<file path="src/rtl/rtc_access_scheduler.sv">
// Arbitrates host register writes and periodic RTC read sweeps onto a single-outstanding
// RTC bus engine. Define RTC_INIT_SEQ_EN to run a fixed init write sequence after reset.
module rtc_access_scheduler #(
    parameter int REFRESH_CYCLES = 1000000,
    parameter int TIMEOUT_CYCLES = 4096
) (
    input  logic       clk,
    input  logic       reset,
    input  logic       wr_req,
    input  logic [7:0] wr_addr,
    input  logic [7:0] wr_data,
    output logic       wr_ack,
    output logic       eng_start,
    output logic       eng_w_r,
    output logic [7:0] eng_addr,
    output logic [7:0] eng_wdata,
    input  logic       eng_done,
    input  logic [7:0] eng_rdata,
    output logic       rd_valid,
    output logic [7:0] rd_addr,
    output logic [7:0] rd_data,
    output logic       busy,
    output logic       err
);
    localparam int RW = (REFRESH_CYCLES > 1) ? $clog2(REFRESH_CYCLES) : 1;
    localparam int TW = (TIMEOUT_CYCLES > 1) ? $clog2(TIMEOUT_CYCLES) : 1;
    localparam logic [RW-1:0] REFRESH_LAST = RW'(REFRESH_CYCLES - 1);
    localparam logic [TW-1:0] TIMEOUT_LAST = TW'(TIMEOUT_CYCLES - 1);

    typedef enum logic [1:0] {S_IDLE, S_ISSUE, S_WAIT, S_INIT} state_t;

    state_t          state;
    logic [RW-1:0]   refresh_cnt;
    logic [TW-1:0]   wait_cnt;
    logic [3:0]      sweep_idx;
    logic            sweep_pending;
    logic            sweep_active;
    logic            refresh_tick;

    function automatic logic [7:0] sweep_addr(input logic [3:0] idx);
        case (idx)
            4'd0:    return 8'h21;
            4'd1:    return 8'h22;
            4'd2:    return 8'h23;
            4'd3:    return 8'h24;
            4'd4:    return 8'h25;
            4'd5:    return 8'h26;
            4'd6:    return 8'h27;
            4'd7:    return 8'h41;
            4'd8:    return 8'h42;
            default: return 8'h43;
        endcase
    endfunction

`ifdef RTC_INIT_SEQ_EN
    logic       init_mode;
    logic [1:0] init_step;

    function automatic logic [7:0] init_addr(input logic [1:0] step);
        case (step)
            2'd0:    return 8'h02;
            2'd1:    return 8'h02;
            2'd2:    return 8'h10;
            default: return 8'h00;
        endcase
    endfunction

    function automatic logic [7:0] init_data(input logic [1:0] step);
        case (step)
            2'd0:    return 8'h10;
            2'd1:    return 8'h00;
            2'd2:    return 8'hD2;
            default: return 8'h00;
        endcase
    endfunction
`endif

    assign refresh_tick = (refresh_cnt == REFRESH_LAST);
    assign busy         = (state != S_IDLE);

    always_ff @(posedge clk or posedge reset) begin
        if (reset) begin
`ifdef RTC_INIT_SEQ_EN
            state         <= S_INIT;
            init_mode     <= 1'b1;
            init_step     <= 2'd0;
`else
            state         <= S_IDLE;
`endif
            refresh_cnt   <= '0;
            wait_cnt      <= '0;
            sweep_idx     <= 4'd0;
            sweep_pending <= 1'b1;
            sweep_active  <= 1'b0;
            eng_start     <= 1'b0;
            eng_w_r       <= 1'b0;
            eng_addr      <= 8'h00;
            eng_wdata     <= 8'h00;
            wr_ack        <= 1'b0;
            rd_valid      <= 1'b0;
            rd_addr       <= 8'h00;
            rd_data       <= 8'h00;
            err           <= 1'b0;
        end else begin
            eng_start   <= 1'b0;
            wr_ack      <= 1'b0;
            rd_valid    <= 1'b0;
            err         <= 1'b0;
            refresh_cnt <= refresh_tick ? '0 : refresh_cnt + RW'(1);

            case (state)
`ifdef RTC_INIT_SEQ_EN
                S_INIT: begin
                    wait_cnt  <= '0;
                    eng_start <= 1'b1;
                    eng_w_r   <= 1'b1;
                    eng_addr  <= init_addr(init_step);
                    eng_wdata <= init_data(init_step);
                    state     <= S_ISSUE;
                end
`endif
                S_IDLE: begin
                    wait_cnt <= '0;
                    // The requester still sees wr_req high in the ack cycle; skip it so
                    // the just-acked write is not issued a second time.
                    if (wr_req && !wr_ack) begin
                        eng_start <= 1'b1;
                        eng_w_r   <= 1'b1;
                        eng_addr  <= wr_addr;
                        eng_wdata <= wr_data;
                        state     <= S_ISSUE;
                    end else if (sweep_pending || sweep_active) begin
                        eng_start    <= 1'b1;
                        eng_w_r      <= 1'b0;
                        eng_addr     <= sweep_addr(sweep_idx);
                        eng_wdata    <= 8'h00;
                        state        <= S_ISSUE;
                        sweep_active <= 1'b1;
                        // Consume the pending flag only when a new sweep begins, so a tick
                        // landing mid-sweep queues exactly one more sweep.
                        if (!sweep_active)
                            sweep_pending <= 1'b0;
                    end
                end
                S_ISSUE: begin
                    wait_cnt <= wait_cnt + TW'(1);
                    state    <= S_WAIT;
                end
                S_WAIT: begin
                    if (eng_done) begin
                        state <= S_IDLE;
`ifdef RTC_INIT_SEQ_EN
                        if (init_mode) begin
                            if (init_step == 2'd3)
                                init_mode <= 1'b0;
                            else begin
                                init_step <= init_step + 2'd1;
                                state     <= S_INIT;
                            end
                        end else
`endif
                        if (eng_w_r)
                            wr_ack <= 1'b1;
                        else begin
                            rd_valid <= 1'b1;
                            rd_addr  <= eng_addr;
                            rd_data  <= eng_rdata;
                            if (sweep_idx == 4'd9) begin
                                sweep_idx    <= 4'd0;
                                sweep_active <= 1'b0;
                            end else
                                sweep_idx <= sweep_idx + 4'd1;
                        end
                    end else if (wait_cnt == TIMEOUT_LAST) begin
                        err   <= 1'b1;
                        state <= S_IDLE;
`ifdef RTC_INIT_SEQ_EN
                        if (init_mode) begin
                            init_step <= 2'd0;
                            state     <= S_INIT;
                        end else
`endif
                        if (!eng_w_r) begin
                            sweep_idx     <= 4'd0;
                            sweep_active  <= 1'b0;
                            sweep_pending <= 1'b0;
                        end
                    end else
                        wait_cnt <= wait_cnt + TW'(1);
                end
                default: state <= S_IDLE;
            endcase

            if (refresh_tick)
                sweep_pending <= 1'b1;
        end
    end
endmodule

</file>
<file path="config.mk">
export PLATFORM = sky130hd
export DESIGN_NAME = rtc_access_scheduler
export DESIGN_NICKNAME = d
export VERILOG_FILES = /design/src/rtl/rtc_access_scheduler.sv
export SDC_FILE = /design/constraint.sdc
export NUM_CORES = 1
export LEC_CHECK = 0
export BUFFER_PORTS_ARGS = -buffer_cell sky130_fd_sc_hd__buf_2
export CAP_MARGIN = 10
export CORE_MARGIN = 2
export CORE_UTILIZATION = 45
export DETAILED_ROUTE_END_ITERATION = 10
export GPL_ROUTABILITY_DRIVEN = 1
export PLACE_DENSITY = 0.7
export SLEW_MARGIN = 20
export SYNTH_ARGS = -nofsm -noshare
export SYNTH_HDL_FRONTEND = slang
export SYNTH_SLANG_ARGS = --single-unit
</file>
<file path="constraint.sdc">
create_clock -name clk -period 7 [get_ports clk]
set_input_delay 1.05 -clock clk [delete_from_list [all_inputs] [get_ports clk]]
set_output_delay 1.05 -clock clk [all_outputs]
set_load 0.01 [all_outputs]
</file>
==> results.sh <==
export IMPL_outcome="complete, no violations"
export IMPL_placed_cells_incl_taps=526
export IMPL_slowest_delay_ps=420
export IMPL_critPathMostFrequentCell="inv_1"
export IMPL_finalNonFillerCells=542
export IMPL_drv_cap=0
export IMPL_cts_max_level=3
export IMPL_grt_start_max_net_pins=78
export IMPL_tritoncts_num_sinks=77
export IMPL_diodes=0
export IMPL_start_util_pct=46.92
export IMPL_crit_buf_inv=3
export IMPL_synth_top_family_by_area="simple AND/OR/NAND/NOR gates"
export IMPL_p_leak_nw=2.075
export IMPL_first_global_vias=2687
export IMPL_setup_ws_ps=4521
export IMPL_drive_above_1_share_pct=21.59
export IMPL_worst_path_max_fanout=7
export IMPL_synth_warnings=0
export IMPL_crit_path_required_time_ps=5950
export IMPL_worst_skew_pair_late_latency_ps=340
export IMPL_slowest_stage="dfrtp_1"
export IMPL_clockRootBuffer="clkbuf_8"
export IMPL_most_common_layout_cells="76 x nand2_1, 76 x dfrtp_1, 65 x buf_2"
export IMPL_timing_fmax_mhz=403.4
export IMPL_remaining_drc_errors=0
export IMPL_synth_adder_area_share_pct=3.776
export IMPL_syn_nets=410
export IMPL_final_setup_skew_ps=9.572
export IMPL_die_area_um2=8835
export IMPL_placeableCoreArea_um2=7767
export IMPL_clock_power_share_pct=24.2
export IMPL_synthesis_area_um2=3645
export IMPL_pwr_share_comb_pct=33.1
export IMPL_placementRows=32
export IMPL_timing_critical_path_from_type="flip-flop"
export IMPL_cellPowerDensity_nw_per_um2=348.1
export IMPL_number_of_resized_instances_in_the_post_cts_repair_step=0
export IMPL_synth_area_leaders="dfrtp_1 52%, nand2_1 7.8%, ha_1 3.8%"
export IMPL_globalplace_congestion=0.8389
export IMPL_endpoint_kind="primary output"
export IMPL_syn_to_final_growth_pct=17.47
export IMPL_detail_route_first_pass_iterations=4
export IMPL_post_synth_num_cell_types=48
export IMPL_die_height_um=94.00
export IMPL_synth_compound_area_share_pct=12.29
export IMPL_tritoncts_num_buffers=9
export IMPL_worst_pin_slew_ps=931.6
export IMPL_globalRouteTotalUtil_pct=17.83
export IMPL_total_switching_power_w=0.0005302
export IMPL_synth_top_cell_area_share_pct=52.18
export IMPL_setup_worst_path_start="state[1]"
export IMPL_period_minus_slack_ps=2479
export IMPL_power_internal_w=0.0009604
export IMPL_cts_hold_buffers=0
export IMPL_vdd_ir_drop_worst_mv=0.1965
export IMPL_cts_setup_buffers=0
export IMPL_yosys_area_top_type="dfrtp_1"
export IMPL_die_width_um=94.00
export IMPL_routed_wire_length_per_instance_um=13.74
export IMPL_crit_path_cell_trace="inv_1 > ha_1 > inv_1 > buf_2"
export IMPL_clk_pin_slew_ps=80
export IMPL_avgSynthCellArea_um2=9.824
export IMPL_floorplan_io_pins=66
export IMPL_dr_first_iter_drc_count=112
export IMPL_setup_tns_ps=0
export IMPL_grt_setup_unrepaired="no"
export IMPL_synth_xor_area_share_pct=3.845
export IMPL_port_buffers=65
export IMPL_drt_total_wl_um=7447
export IMPL_grt_ovfl_total=0
export IMPL_min_delay_path_class="flip-flop to flip-flop"
export IMPL_antenna_found_initial=0
export IMPL_number_of_storage_elements_in_the_synthesis_netlist=77
export IMPL_final_net_count=474
export IMPL_critical_path_reg2reg_startpoint="state[0]"
export IMPL_asyncSetResetFlopFracSynth_pct=100.0
export IMPL_cts_tree="built"
export IMPL_timing_final_crit_share_pct=35.41
export IMPL_finalHoldWorstSlack_ps=479.7
export IMPL_arrival_ps=1430
export IMPL_p_sw_share_pct=35.57
export IMPL_via_to_cell_ratio=5.292
export IMPL_timing_slew_headroom_pct=37.89
export IMPL_synth_top_flop_cell="dfrtp_1"
export IMPL_drv_slew=0
export IMPL_place_detailed_hpwl_um=5247
export IMPL_synth_simple_gate_area_share_pct=21.73
export IMPL_critical_path_top_delay_family="flip-flops"
export IMPL_clockBufferDepth=2
export IMPL_place_ws_ps=4200
export IMPL_postRouteAntennaNets=0
export IMPL_synth_yosys_seq_area_share_pct=52.90
export IMPL_postSynthCellCount=371
export IMPL_worst_setup_path_type="flip-flop to primary output"
export IMPL_grt_pass1_wl_um=12590
export IMPL_number_of_hold_violations_in_the_final_report=0
export IMPL_routed_via_count=2868
export IMPL_power_sequential_fraction_pct=42.7
export IMPL_muxShareOfSynthArea_pct=2.300
export IMPL_number_of_enable_type_register_cells_in_the_synthesized_netlist=0
export IMPL_hold_path_startpoint="rd_data[3]"
export IMPL_setup_violations=0
==> Yosys cell counts (4+ instances only) <==
| library cell | instances |
|---|---|
| ha_1 | 11 |
| nor3_1 | 10 |
| nand3b_1 | 5 |
| nand3_1 | 22 |
| o21ai_0 | 14 |
| clkbuf_1 | 13 |
| a21oi_1 | 9 |
| nor2_1 | 20 |
| nand2_1 | 76 |
| a22o_1 | 11 |
| mux2i_1 | 5 |
| and3_1 | 4 |
| o31ai_1 | 7 |
| nand4_1 | 4 |
| inv_1 | 14 |
| xor2_1 | 6 |
| or3_1 | 5 |
| dfrtp_1 | 76 |
| and4_1 | 4 |
| xnor2_1 | 10 |
| or4_1 | 4 |
==> worst min-delay path, cell delays in order, from the launching register on <==
cell,delay (ps)
dfrtp_1,350
nand2_1,50
nand2_1,50
==> sequential cells by signal (all words and copies together), names as in the netlist <==
register       count
refresh_cnt       20
rd_data            8
wait_cnt          12
eng_wdata          8
wr_ack             1
rd_valid           1
state              2
sweep_pending      1
sweep_active       1
err                1
sweep_idx          4
eng_addr           8
rd_addr            8
eng_w_r            1
eng_start          1
==> layer usage <==
layer | vias up | track usage, % | routed length, um
li1 | 1428 | - | -
met1 | 1382 | 24.70 | 3612
met2 | 52 | 28.21 | 3482
met3 | 6 | 4.013 | 295
met4 | 0 | 5.072 | 57
met5 | - | 0 | 0
==> kinds of logic (layout without fill, tap and decap cells) <==
group,after synthesis,after routing
buffers and inverters,30,99
AND/OR/NAND/NOR,166,166
adder cells (fa/ha/maj),11,11
XOR/XNOR,16,16
multiplexers,8,8
AO/OA/AOI/OAI,63,63
flip-flops,77,77
==> power by group through the flow <==
stage | clock [W] | combinational [W] | sequential, W
after global routing | 0.000392 | 0.000554 | 0.000651
after floorplan | 0 | 0.000276 | 0.000676
after CTS | 0.000372 | 0.000499 | 0.000636
after detailed placement | 0 | 0.000497 | 0.000645
final | 0.000361 | 0.000494 | 0.000636
after global placement | 0 | 0.000485 | 0.000642
==> per-stage QoR <==
stage / util, % / power [W] / area (um^2)
after detailed placement: 52.35 / 0.001142 / 4066
after floorplan: - / 0.0009519 / 3645
after CTS: 55.12 / 0.001508 / 4282
final: 55.12 / 0.001491 / 4282
after global routing: 55.12 / 0.001596 / 4282
after global placement: 52.35 / 0.001128 / 4066
==> path summary, 6_finish.rpt <==
check,endpoint,slack (ps),cells after the start
min reg2reg,rd_data[3],480,2
max in group asynchronous,state[0],5410,3
max reg2reg,rd_addr[2],4600,6
max,busy,4520,4
min in group asynchronous,rd_data[5],990,3
min,rd_data[3],480,2
==> layout make-up <==
class	instances	area, um^2
flip-flops and latches	77	1928
clock buffers	10	127.6
clock inverters	6	87.58
repair buffers	68	347.8
fillers	725	3486
multi-input cells	264	1607
inverters	15	56.30
well taps	102	127.6
No activity file was read; power rests on OpenSTA's default activity.
